==> config.mk <==
export PLATFORM = sky130hd
export DESIGN_NAME = swbox_cfg_loader_flat
export DESIGN_NICKNAME = d
export VERILOG_FILES = /design/src/rtl/swbox_cfg_loader_if.sv /design/src/rtl/swbox_cfg_loader.sv /design/src/flat_wrapper.sv
export SDC_FILE = /design/constraint.sdc
export NUM_CORES = 1
export LEC_CHECK = 0
export ABC_AREA = 1
export CELL_PAD_IN_SITES_DETAIL_PLACEMENT = 0
export CELL_PAD_IN_SITES_GLOBAL_PLACEMENT = 2
export CORE_AREA = 2 2 184 186
export DETAILED_ROUTE_END_ITERATION = 10
export DIE_AREA = 0 0 186 188
export PLACE_DENSITY_LB_ADDON = 0.1
export SETUP_SLACK_MARGIN = 0.02
export SKIP_CTS_REPAIR_TIMING = 1
export SLEW_MARGIN = 20
export SYNTH_ARGS = -nofsm -noshare
export SYNTH_HDL_FRONTEND = slang
export SYNTH_SLANG_ARGS = --single-unit
==> constraint.sdc <==
create_clock -name clk -period 3.1 [get_ports clk]
set_input_delay 0.62 -clock clk [delete_from_list [all_inputs] [get_ports clk]]
set_output_delay 0.62 -clock clk [all_outputs]
set_load 0.02 [all_outputs]
==> src/rtl/swbox_cfg_loader_if.sv <==
// Route-word stream between a configuration source (master) and the
// switch-box loader (slave).
// Optional build macro: SWBOX_CFG_PARITY_EN widens cfg_data to 7 bits
// (bit 6 carries odd parity over bits [6:0]).
//
// Handshake: a word transfers on every rising clk edge where cfg_valid and
// cfg_ready are both high. The master keeps cfg_data stable while cfg_valid
// is high and the word has not yet transferred. The slave may raise or drop
// cfg_ready at any time, and the master never waits on cfg_ready before
// raising cfg_valid.
interface swbox_cfg_loader_if;
`ifdef SWBOX_CFG_PARITY_EN
    localparam int DATA_W = 7;
`else
    localparam int DATA_W = 6;
`endif

    logic [DATA_W-1:0] cfg_data;
    logic              cfg_valid;
    logic              cfg_ready;

    modport master (output cfg_data, output cfg_valid, input cfg_ready);
    modport slave  (input cfg_data, input cfg_valid, output cfg_ready);
endinterface

==> src/rtl/swbox_cfg_loader.sv <==
// Configuration loader for the 5x4 switch-box routing matrix.
//
// The loader collects 18 six-bit route words into shadow registers. It
// checks them one pin per cycle, then copies all of them to cfg_bus in a
// single cycle, so the matrix never sees a half-written configuration.
//
// Optional build macro: SWBOX_CFG_PARITY_EN. When it is defined, every word
// is parity-checked as it is accepted.
//
// Route word: [5:3] = source index, [2:0] = source side.
// Pin map:
//   0-4   top,    side 1
//   5-9   bottom, side 3
//   10-13 left,   side 4
//   14-17 right,  side 2
// Side 0 means undriven.
module swbox_cfg_loader #(
    parameter int NPINS  = 18,
    parameter int WORD_W = 6
) (
    input  logic                    clk,
    input  logic                    rst_n,
    input  logic                    start,
    input  logic                    clear,
    swbox_cfg_loader_if.slave       cfg,
    output logic [NPINS*WORD_W-1:0] cfg_bus,
    output logic                    busy,
    output logic                    done,
    output logic                    err,
    output logic [1:0]              err_code,
    output logic [4:0]              err_pin,
    output logic [2:0]              state_dbg
);

    typedef enum logic [2:0] {
        S_IDLE   = 3'd0,
        S_LOAD   = 3'd1,
        S_CHECK  = 3'd2,
        S_COMMIT = 3'd3,
        S_ERR    = 3'd4
    } state_t;

    localparam logic [4:0] LAST_PIN = 5'(NPINS - 1);

    state_t            state_q;
    state_t            state_d;
    logic [4:0]        cnt_q;
    logic [WORD_W-1:0] shadow_q [NPINS];
    logic              done_pend_q;

    logic              accept;
    logic [WORD_W-1:0] word_in;
    logic              par_bad;
    logic [WORD_W-1:0] chk_word;
    logic [2:0]        chk_side;
    logic [2:0]        chk_idx;
    logic [2:0]        own_side;
    logic [4:0]        own_pos;
    logic              range_bad;
    logic              self_bad;

    assign cfg.cfg_ready = (state_q == S_LOAD);
    assign accept        = cfg.cfg_valid && cfg.cfg_ready;
    assign word_in       = cfg.cfg_data[WORD_W-1:0];

`ifdef SWBOX_CFG_PARITY_EN
    // A correct word has an odd number of ones across all seven bits.
    assign par_bad = ~(^cfg.cfg_data);
`else
    assign par_bad = 1'b0;
`endif

    assign busy      = (state_q == S_LOAD) || (state_q == S_CHECK) || (state_q == S_COMMIT);
    assign err       = (state_q == S_ERR);
    assign state_dbg = state_q;

    // Select the word being checked. A pin number that is out of range reads as undriven.
    always_comb begin
        chk_word = '0;
        if (cnt_q <= LAST_PIN) begin
            chk_word = shadow_q[cnt_q];
        end
    end

    assign chk_side = chk_word[2:0];
    assign chk_idx  = chk_word[5:3];

    // Work out which side the pin under check sits on, and its position along that side.
    always_comb begin
        own_side = 3'd1;
        own_pos  = cnt_q;
        if (cnt_q < 5'd5) begin
            own_side = 3'd1;
            own_pos  = cnt_q;
        end else if (cnt_q < 5'd10) begin
            own_side = 3'd3;
            own_pos  = cnt_q - 5'd5;
        end else if (cnt_q < 5'd14) begin
            own_side = 3'd4;
            own_pos  = cnt_q - 5'd10;
        end else begin
            own_side = 3'd2;
            own_pos  = cnt_q - 5'd14;
        end
    end

    // Legality: the side code must exist, and the index must fit the source side's pin count.
    always_comb begin
        range_bad = 1'b0;
        case (chk_side)
            3'd0:       range_bad = 1'b0;
            3'd1, 3'd3: range_bad = (chk_idx > 3'd4);
            3'd2, 3'd4: range_bad = (chk_idx > 3'd3);
            default:    range_bad = 1'b1;
        endcase
        self_bad = (chk_side != 3'd0) && (chk_side == own_side) && ({2'b00, chk_idx} == own_pos);
    end

    // State register.
    always_ff @(posedge clk or negedge rst_n) begin
        if (!rst_n) begin
            state_q <= S_IDLE;
        end else begin
            state_q <= state_d;
        end
    end

    // Next-state logic.
    always_comb begin
        state_d = state_q;
        case (state_q)
            S_IDLE: begin
                if (start) state_d = S_LOAD;
            end
            S_LOAD: begin
                if (accept) begin
                    if (par_bad)                 state_d = S_ERR;
                    else if (cnt_q == LAST_PIN)  state_d = S_CHECK;
                end
            end
            S_CHECK: begin
                if (range_bad || self_bad)   state_d = S_ERR;
                else if (cnt_q == LAST_PIN)  state_d = S_COMMIT;
            end
            S_COMMIT: begin
                state_d = S_IDLE;
            end
            S_ERR: begin
                if (start) state_d = S_LOAD;
            end
            default: state_d = S_IDLE;
        endcase
    end

    // Word counter, shadow registers and error capture.
    always_ff @(posedge clk or negedge rst_n) begin
        if (!rst_n) begin
            cnt_q    <= '0;
            err_code <= '0;
            err_pin  <= '0;
            for (int i = 0; i < NPINS; i++) begin
                shadow_q[i] <= '0;
            end
        end else begin
            case (state_q)
                S_IDLE, S_ERR: begin
                    if (start) begin
                        cnt_q    <= '0;
                        err_code <= '0;
                        err_pin  <= '0;
                    end
                end
                S_LOAD: begin
                    if (accept) begin
                        shadow_q[cnt_q] <= word_in;
                        if (par_bad) begin
                            err_code <= 2'd3;
                            err_pin  <= cnt_q;
                        end else if (cnt_q == LAST_PIN) begin
                            cnt_q <= '0;
                        end else begin
                            cnt_q <= cnt_q + 5'd1;
                        end
                    end
                end
                S_CHECK: begin
                    if (range_bad) begin
                        err_code <= 2'd1;
                        err_pin  <= cnt_q;
                    end else if (self_bad) begin
                        err_code <= 2'd2;
                        err_pin  <= cnt_q;
                    end else if (cnt_q == LAST_PIN) begin
                        cnt_q <= '0;
                    end else begin
                        cnt_q <= cnt_q + 5'd1;
                    end
                end
                default: ;
            endcase
        end
    end

    // Active config. It changes only on an atomic commit, or on clear while idle.
    always_ff @(posedge clk or negedge rst_n) begin
        if (!rst_n) begin
            cfg_bus <= '0;
        end else if (state_q == S_COMMIT) begin
            for (int i = 0; i < NPINS; i++) begin
                cfg_bus[WORD_W*i +: WORD_W] <= shadow_q[i];
            end
        end else if ((state_q == S_IDLE) && clear && !start) begin
            cfg_bus <= '0;
        end
    end

    // Delay done so it pulses the cycle after cfg_bus takes the new config.
    always_ff @(posedge clk or negedge rst_n) begin
        if (!rst_n) begin
            done_pend_q <= 1'b0;
            done        <= 1'b0;
        end else begin
            done_pend_q <= (state_q == S_COMMIT);
            done        <= done_pend_q;
        end
    end

endmodule
==> src/flat_wrapper.sv <==
// flat-port wrapper written by rule: the top's interface ports become plain ports
module swbox_cfg_loader_flat 
#(
    parameter int NPINS  = 18,
    parameter int WORD_W = 6
)
  (clk, rst_n, start, clear, cfg_bus, busy, done, err, err_code, err_pin, state_dbg, cfg_cfg_data, cfg_cfg_valid, cfg_cfg_ready);
  swbox_cfg_loader_if cfg_i ();
  input  logic clk;
  input  logic rst_n;
  input  logic start;
  input  logic clear;
  output logic [NPINS*WORD_W-1:0] cfg_bus;
  output logic busy;
  output logic done;
  output logic err;
  output logic [1:0] err_code;
  output logic [4:0] err_pin;
  output logic [2:0] state_dbg;
  input wire logic [$bits(cfg_i.cfg_data)-1:0] cfg_cfg_data;
  input wire logic [$bits(cfg_i.cfg_valid)-1:0] cfg_cfg_valid;
  output wire logic [$bits(cfg_i.cfg_ready)-1:0] cfg_cfg_ready;
  assign cfg_i.cfg_data = cfg_cfg_data;
  assign cfg_i.cfg_valid = cfg_cfg_valid;
  assign cfg_cfg_ready = cfg_i.cfg_ready;
  swbox_cfg_loader #(.NPINS(NPINS), .WORD_W(WORD_W)) u_core (.clk(clk), .rst_n(rst_n), .start(start), .clear(clear), .cfg(cfg_i), .cfg_bus(cfg_bus), .busy(busy), .done(done), .err(err), .err_code(err_code), .err_pin(err_pin), .state_dbg(state_dbg));
endmodule
==> results of run 1 <==
[through the flow]
| step | power (mW) | setup slack (ps) |
|---|---|---|
| after floorplan | 5.180 | 560.4 |
| after global placement | 6.004 | 149.3 |
| after detailed placement | 5.989 | 178.8 |
| after CTS | 9.382 | 172.0 |
| after global routing | 9.855 | 13.25 |
| final | 9.253 | 285.5 |
[logic make-up after synthesis]
group,after synthesis,synth area share (%)
xor+xnor,2,0.1630
buf+inv,222,8.650
compound gates,255,12.28
flops,233,54.25
fa+ha+maj,8,0.9314
simple gates,594,23.73
[report_power, final]
part           switching (mW)  internal [mW]  total, mW
Combinational            1.75          0.742       2.50
Sequential              0.155           3.26       3.42
Clock                    1.30           2.04       3.34
[flip-flops by register name (all words and copies together) (netlist names)]
name	flops
u_core.cfg_bus	108
u_core.shadow_q	108
u_core.cnt_q	5
u_core.err_pin	5
u_core.state_dbg	3
u_core.err_code	2
u_core.done	1
u_core.done_pend_q	1
[per-layer routing]
layer | global-route usage [%] | up-vias
met3 | 2.525 | 39
met4 | 3.816 | 0
met5 | 0 | -
met1 | 29.38 | 4214
met2 | 29.70 | 160
li1 | - | 4437
[critical path, stage by stage, from the launching register on]
cell and delay, ps:
dfrtp_2 460, buf_4 200, ha_1 200, inv_1 70, nor2_2 60, inv_2 140, nand3_1 360, nand2_1 260
nand2_1 140, o21ai_1 160, nand2_2 100, nand2_1 100, nand2_2 70, inv_4 110, nand2_8 90, nand2_1 110
o21ai_2 60
[cell type report]
| type | instances | area (sq um) | area share, % |
|---|---|---|---|
| clock inverter | 8 | 127.6 | 0.9491 |
| inverter | 141 | 539.3 | 4.010 |
| clock buffer | 40 | 804.5 | 5.983 |
| tap | 448 | 560.5 | 4.169 |
| timing repair buffer | 154 | 1579 | 11.74 |
| sequential | 233 | 5832 | 43.37 |
| multi-input combinational | 859 | 4004 | 29.78 |
[Yosys cell counts, drive strengths merged (4+ instances only)]
master  count
a21oi       6
buf        23
clkbuf     58
dfrtp     233
ha          8
inv       139
nand2     378
nand3     178
nand4       4
nor2       30
o211ai      6
o21ai     241
[worst max path at each step]
stage | to | startpoint | cells after the start
after CTS | u_core.state_dbg[2]$_DFFE_PN0P_ | u_core.cnt_q[1]$_DFFE_PN0P_ | 19
after global placement | u_core.state_dbg[2]$_DFFE_PN0P_ | u_core.cnt_q[1]$_DFFE_PN0P_ | 19
final | u_core.cnt_q[3]$_DFFE_PN0P_ | u_core.cnt_q[0]$_DFFE_PN0P_ | 16
after detailed placement | u_core.state_dbg[2]$_DFFE_PN0P_ | u_core.cnt_q[1]$_DFFE_PN0P_ | 19
after floorplan | u_core.state_dbg[2]$_DFFE_PN0P_ | u_core.cnt_q[1]$_DFFE_PN0P_ | 20
after global routing | u_core.err_pin[1]$_DFFE_PN0P_ | u_core.cnt_q[1]$_DFFE_PN0P_ | 18
==> results.cfg, run 1 <==
[drt]
drt-met1-wl_um = 17170
top_layer = met4
wl_met2_um = 14590
post-route-drc-count = 0
dr_wl_met3_um = 1183
avgRoutedWirePerCell_um = 17.80
viasPerCell = 4.700
vias = 8850
dr.first_iter.drc_count = 564
final_antenna_net_count = 0
drt_wl_total_um = 33520
drtPass1Iterations = 5

[final_layout]
nets = 1435
fillers = 3403
antenna-diode-count = 0
syn_to_final_growth_pct = 25.11
design_area_sq_mm = 0.01345
utilization_pct = 40.61
most-common-layout-cells = nand2_1 (371), dfrtp_1 (232), o21ai_0 (228)
final-instance-count-excl-fill = 1883
drive_gt1_share_pct = 6.620
final_common_cell = nand2_1

[cts]
cts_sinks = 233
cts_buffers = 27
clk_pin_slew_ps = 60
cts_tree = yes
htreeDepth = 1
cts-root-buf = clkbuf_16
clock_latency_ps = 540
clockBufferDepth = 3

[floorplan]
dieArea_sq_mm = 0.03497
io_pins = 133
initial_core_util_pct = 32.46
die_w_um = 186
rows = 67
core_sq_mm = 0.03311
die_h_um = 188

[sta]
relSlewSlack_pct = 43.16
whs_ps = 55.73
worst_pin_slew_ps = 851.7
clock.fmax_ghz = 0.3553
finalSetupViolations = 0
rsz0062_at_grt = false
fin_crit_ps = 2815
tns_ps = 0
fin_skew_ps = 10.38
slew_viol_final = 0
finalCritPeriodShare_pct = 90.79
hold_viol = 0

[setup_path]
worstPathArrival_ps = 3240
r2r_start = u_core.cnt_q[0]$_DFFE_PN0P_
required_ps = 3520
ff2ff_path_depth = 16
cp_max_fo = 14
regToRegEndpoint = u_core.cnt_q[3]$_DFFE_PN0P_
crit_type = flip-flop to flip-flop
crit_path_end_kind = flip-flop
r2r_setup_slack_ps = 290
startpoint_type = flip-flop

[yosys]
async_flop_share_pct = 100.0
postSynthCellCount = 1314
ys.flop_type = dfrtp_1
yosys_warnings = 0
synth_edf_count = 0
synth.distinct_cells = 35
synthesis.area_sq_mm = 0.01075
seq_area_frac_synth_pct = 54.25
syn_nets = 1333
ys_ff_latch = 233
yosysTopAreaCell = dfrtp_1
synth_area_leaders = dfrtp_1 (54%), nand2_1 (13%), o21ai_0 (11%)
synth.avg_cell_area_sq_um = 8.179
synthDominantCellAreaShare_pct = 54.25

[global_route]
grt_usage_pct = 19.41
grt_max_degree = 109
grt_pass1_wl_um = 52720
grt_antenna_before_repair = 0
grt_remaining_overflow = 0
grt_pass1_vias = 8847

[pwr]
pwr_density_cell_mw_per_mm2 = 688.1
leakage_nw = 6.230
ir_worst_vdd_uv = 376.0

[placed_design]
postPlaceCellArea_sq_mm = 0.01251
place_hpwl_um = 22700
gp_congestion = 0.8439
dpl.cell_count = 1835
port-buffer-count = 132

[hold_path]
hold_class = input pin to async pin

[status]
status = completed

[run]
drv_cap = 0
No activity file was read; power rests on OpenSTA's default activity.
==> run 2, diff against run 1 <==
--- a/config.mk
+++ b/config.mk
@@ -12,6 +12,7 @@
 export DETAILED_ROUTE_END_ITERATION = 10
 export DIE_AREA = 0 0 186 188
 export PLACE_DENSITY_LB_ADDON = 0.1
+export REMOVE_ABC_BUFFERS = 1
 export SETUP_SLACK_MARGIN = 0.02
 export SKIP_CTS_REPAIR_TIMING = 1
 export SLEW_MARGIN = 20
==> run 2 against run 1 <==
Compared with the run above:
- flip-flop and latch count is the same
- via count grew 0.27%
- global-route usage decreased by 1.0 points
- non-clock buffer count is 6 higher
- clock-buffer cell count fell by 1
- largest cell class unchanged
- sequential share of layout area fell by 0.21 points
- register-to-register slack better by 50 ps
==> results.cfg, run 2 (synthesis gave the netlist of run 1 again) <==
[sta]
finalCritPeriodShare_pct = 89.22
relSlewSlack_pct = 47.30
worst_pin_slew_ps = 789.7
fin_skew_ps = 17.50
postLayoutSetupSlackWorst_ps = 334.1
rsz0062_at_grt = false
hold_viol = 0
fin_crit_ps = 2766
clock.fmax_ghz = 0.3615
finalSetupViolations = 0
slew_viol_final = 0
whs_ps = 22.87

[setup_path]
cp_max_fo = 10
required_ps = 3500
regToRegEndpoint = u_core.err_pin[2]$_DFFE_PN0P_
crit_path_end_kind = flip-flop
worstPathArrival_ps = 3170
startpoint_type = flip-flop
crit_type = flip-flop to flip-flop
r2r_start = u_core.cnt_q[3]$_DFFE_PN0P_
ff2ff_path_depth = 17
r2r_setup_slack_ps = 330

[drt]
vias = 8874
viasPerCell = 4.693
post-route-drc-count = 0
avgRoutedWirePerCell_um = 16.69
dr.first_iter.drc_count = 489
drt_wl_total_um = 31570
final_antenna_net_count = 0
drtPass1Iterations = 5

[cts]
clk_pin_slew_ps = 60
htreeDepth = 1
cts_sinks = 233
cts_tree = yes
clock_latency_ps = 550
cts-root-buf = clkbuf_16
clockBufferDepth = 3
cts_buffers = 28

[final_layout]
drive_gt1_share_pct = 7.207
antenna-diode-count = 0
final_common_cell = nand2_1
most-common-layout-cells = nand2_1 (371), dfrtp_1 (232), o21ai_0 (228)
syn_to_final_growth_pct = 25.73
nets = 1442
largestRegisters = u_core.cfg_bus: 108 flops, u_core.shadow_q: 108 flops
utilization_pct = 40.81

[placed_design]
gp_congestion = 0.8332
port-buffer-count = 132
pre_cts_ws_ps = 131.3
place_hpwl_um = 21170

[floorplan]
core_sq_mm = 0.03311
die_h_um = 188
initial_core_util_pct = 32.46
dieArea_sq_mm = 0.03497
die_w_um = 186
rows = 67
io_pins = 133

[run]
drv_cap = 0

[global_route]
grt_pass1_wl_um = 50350
grt_pass1_vias = 8849
grt_remaining_overflow = 0
grt_usage_pct = 18.37
grt_antenna_before_repair = 0
grt_max_degree = 109

[pwr]
ir_worst_vdd_uv = 400.1
pwr_density_cell_mw_per_mm2 = 677.5
leakage_nw = 6.275

[status]
status = completed

[hold_path]
hold_class = input pin to async pin
-- run 2: cell count changes in the layout (fill, tap and decap cells not counted), sizes merged --
cell | previous run | this run
clkinv | 2 | 9
buf | 23 | 29
clkinvlp | 2 | 0
bufinv | 3 | 2
clkbuf | 40 | 39
inv | 142 | 141
-- run 2: metal layers --
metal	GRT usage, %	vias to the layer above	wire (um)
met2	29.77	147	14620
li1	-	4465	-
met1	26.23	4229	15220
met5	0	-	0
met3	2.641	33	1243
met4	3.513	0	478
-- run 2: power by group --
group	leakage (nW)	switching [mW]	total, mW	internal [mW]
clock network	0.461	1.32	3.29	1.97
registers	3.22	0.139	3.40	3.26
logic	2.59	1.67	2.47	0.791
total	6.27	3.13	9.15	6.02
-- run 2: cell type report --
| class | count | area (sq um) |
|---|---|---|
| multi-input combinational | 859 | 4016 |
| tap | 448 | 560.5 |
| sequential | 233 | 5832 |
| fill | 3505 | 19600 |
| inverter | 141 | 541.8 |
| clock inverter | 11 | 123.9 |
| timing repair buffer | 160 | 1637 |
| clock buffer | 39 | 802.0 |
-- run 2: per-stage QoR --
step / cell area (sq um) / std cells / setup TNS (ps) / power [mW]
final: 13510 / 1891 / 0 / 9.155
after global routing: 13510 / 1891 / 0 / 9.781
after CTS: 13490 / 1891 / 0 / 9.299
after detailed placement: 12570 / 1841 / 0 / 5.961
after global placement: 12570 / 1841 / 0 / 5.956
after floorplan: 10350 / 1233 / -161240 / 5.038
-- run 2: worst max-delay path by stage --
| stage | depth (start not counted) | start | endpoint |
|---|---|---|---|
| after floorplan | 6 | u_core.state_dbg[2]$_DFFE_PN0P_ | u_core.cfg_bus[0]$_DFFE_PN0P_ |
| after global placement | 19 | u_core.cnt_q[1]$_DFFE_PN0P_ | u_core.state_dbg[2]$_DFFE_PN0P_ |
| after detailed placement | 17 | u_core.cnt_q[1]$_DFFE_PN0P_ | u_core.err_pin[2]$_DFFE_PN0P_ |
| after CTS | 17 | u_core.cnt_q[1]$_DFFE_PN0P_ | u_core.err_pin[2]$_DFFE_PN0P_ |
| after global routing | 20 | u_core.cnt_q[0]$_DFFE_PN0P_ | u_core.err_pin[3]$_DFFE_PN0P_ |
| final | 17 | u_core.cnt_q[3]$_DFFE_PN0P_ | u_core.err_pin[2]$_DFFE_PN0P_ |
-- run 2: critical path: stages (launching register included) --
cell	delay, ps
dfrtp_1	690
inv_1	140
nor2_2	310
nand2_1	170
nand2_1	160
o21ai_1	100
nand2_1	120
nand2_1	90
nand2_1	150
nand2_1	70
nand2_1	70
nand2_1	50
inv_1	60
nand2_1	60
nand2_2	110
nand3_4	120
nand2_1	80
o21ai_0	80
==> run 3, diff against run 2 <==
--- a/config.mk
+++ b/config.mk
@@ -9,9 +9,10 @@
 export CELL_PAD_IN_SITES_DETAIL_PLACEMENT = 0
 export CELL_PAD_IN_SITES_GLOBAL_PLACEMENT = 2
 export CORE_AREA = 2 2 184 186
+export CTS_CLUSTER_SIZE = 40
 export DETAILED_ROUTE_END_ITERATION = 10
 export DIE_AREA = 0 0 186 188
-export PLACE_DENSITY_LB_ADDON = 0.1
+export PLACE_DENSITY = 0.87
 export REMOVE_ABC_BUFFERS = 1
 export SETUP_SLACK_MARGIN = 0.02
 export SKIP_CTS_REPAIR_TIMING = 1
==> run 3 against run 2 <==
Compared with the run above:
- sequential power about the same
- total power fell by 0.43%
- non-clock buffer count down 9
- critical path depth shrank 1
- maximum frequency is 0.70% higher
- first-iteration DRC count grew 13%
- clock skew is 8.2 ps lower
- worst hold slack better by 48 ps
- critical path type unchanged
- critical endpoint is now u_core.cnt_q[3]$_DFFE_PN0P_
==> results.cfg, run 3 (synthesis gave the netlist of run 1 again) <==
[final_layout]
fillers = 3359
antenna-diode-count = 0
final_common_cell = nand2_1
drive_gt1_share_pct = 6.899
multi_input_area_sq_mm = 0.004009
syn_to_final_growth_pct = 24.97
most-common-layout-cells = nand2_1 (371), dfrtp_1 (232), o21ai_0 (228)
nets = 1433
seq_area_sq_mm = 0.005834
largestRegisters = u_core.cfg_bus: 108 flops, u_core.shadow_q: 108 flops
utilization_pct = 40.56

[drt]
dr.first_iter.drc_count = 551
drtPass1Iterations = 7
post-route-drc-count = 0
vias = 8948
viasPerCell = 4.752
final_antenna_net_count = 0
avgRoutedWirePerCell_um = 16.41
drt_wl_total_um = 30890

[floorplan]
io_pins = 133
initial_core_util_pct = 32.46
rows = 67
dieArea_sq_mm = 0.03497
core_sq_mm = 0.03311
die_w_um = 186
die_h_um = 188

[sta]
finalCritPeriodShare_pct = 88.60
worst_pin_slew_ps = 825.2
finalSetupViolations = 0
tns_ps = 0
slew_viol_final = 0
relSlewSlack_pct = 44.92
clock.fmax_ghz = 0.3641
whs_ps = 71.19
rsz0062_at_grt = false
hold_viol = 0
fin_crit_ps = 2747
fin_skew_ps = 9.327

[global_route]
grt_max_degree = 119
grt_pass1_wl_um = 49800
grt_pass1_vias = 8857
grt_remaining_overflow = 0
grt_usage_pct = 18.06
grt_antenna_before_repair = 0

[pwr]
ir_worst_vdd_uv = 472.8
switching_power_mw = 3.109
intPower_mw = 6.006
pwr-share-clk_pct = 36.2
combPwrFrac_pct = 26.3
pwr-share-seq_pct = 37.5
pwr_density_cell_mw_per_mm2 = 678.6
switching_share_pct = 34.11
leakage_nw = 6.228

[status]
status = completed

[setup_path]
startpoint_type = flip-flop
r2r_setup_slack_ps = 350
regToRegEndpoint = u_core.cnt_q[3]$_DFFE_PN0P_
r2r_start = u_core.cnt_q[0]$_DFFE_PN0P_
crit_type = flip-flop to flip-flop
required_ps = 3530
worstPathArrival_ps = 3180
crit_path_end_kind = flip-flop
cp_max_fo = 31
ff2ff_path_depth = 16

[hold_path]
hold_class = input pin to async pin

[run]
drv_cap = 0

[cts]
cts_tree = yes
clockBufferDepth = 3
clk_pin_slew_ps = 60
clock_latency_ps = 540
cts-root-buf = clkbuf_16
htreeDepth = 1
cts_buffers = 27
cts_sinks = 233

[placed_design]
gp_congestion = 0.8634
port-buffer-count = 132
place_hpwl_um = 20550
## run 3: cell count changes in the layout (fill, tap and decap cells not counted), moves of 2 or more
cell        before  now
buf_4           20   13
clkinvlp_4       0    2
buf_12           8    6
clkbuf_1         5    2
clkinv_2         6    8
## run 3: final cells by class
cell class / instances / area share [%]
clock buffer: 35 / 5.701
clock inverter: 15 / 1.211
inverter: 141 / 4.071
multi-input combinational: 859 / 29.85
sequential: 233 / 43.44
tap: 448 / 4.173
timing repair buffer: 151 / 11.50
timing repair inverter: 1 / 0.06521
## run 3: routing by layer
metal | share of wire [%] | vias up | global-route usage (%)
li1 | - | 4438 | -
met1 | 48 | 4310 | 25.48
met2 | 48 | 165 | 29.50
met3 | 3.5 | 35 | 2.583
met4 | 1.3 | 0 | 3.755
met5 | 0 | - | 0
## run 3: power by group through the flow
stage                     logic, mW  registers [mW]  clock network (mW)
after floorplan                1.52            3.52                   0
after global placement         2.37            3.45                   0
after detailed placement       2.38            3.46                   0
after CTS                      2.40            3.41                3.38
after global routing           2.75            3.45                3.49
final                          2.39            3.42                3.30
## run 3: worst max-delay path by stage
stage | from | to | slack, ps | cells after the start
final | u_core.cnt_q[0]$_DFFE_PN0P_ | u_core.cnt_q[3]$_DFFE_PN0P_ | 350 | 16
after floorplan | u_core.state_dbg[2]$_DFFE_PN0P_ | u_core.cfg_bus[0]$_DFFE_PN0P_ | -1460 | 6
after CTS | u_core.cnt_q[2]$_DFFE_PN0P_ | u_core.state_dbg[2]$_DFFE_PN0P_ | 250 | 19
after detailed placement | u_core.cnt_q[2]$_DFFE_PN0P_ | u_core.state_dbg[0]$_DFFE_PN0P_ | 260 | 19
after global routing | u_core.cnt_q[1]$_DFFE_PN0P_ | u_core.state_dbg[2]$_DFFE_PN0P_ | 20 | 22
after global placement | u_core.cnt_q[2]$_DFFE_PN0P_ | u_core.state_dbg[2]$_DFFE_PN0P_ | 240 | 19
## run 3: per-stage QoR
stage	total power [mW]	instances	setup WS, ps	instance area [sq um]
CTS	9.183	1882	245.9	13400
global route	9.700	1883	22.83	13430
detailed placement	5.845	1832	263.0	12480
floorplan	5.038	1233	-1463	10350
global placement	5.825	1832	238.3	12480
finish	9.115	1883	353.3	13430
## run 3: critical path, stage by stage, from the launching register on
cell	delay, ps
dfrtp_4	590
buf_12	210
ha_1	210
inv_1	80
nor2_2	50
inv_2	150
nand3_2	220
nand2_1	190
nand2_1	130
o21ai_1	170
nand2_2	100
nand2_1	110
nand2_2	80
inv_4	110
nand2_8	90
nand2_1	100
o21ai_2	60
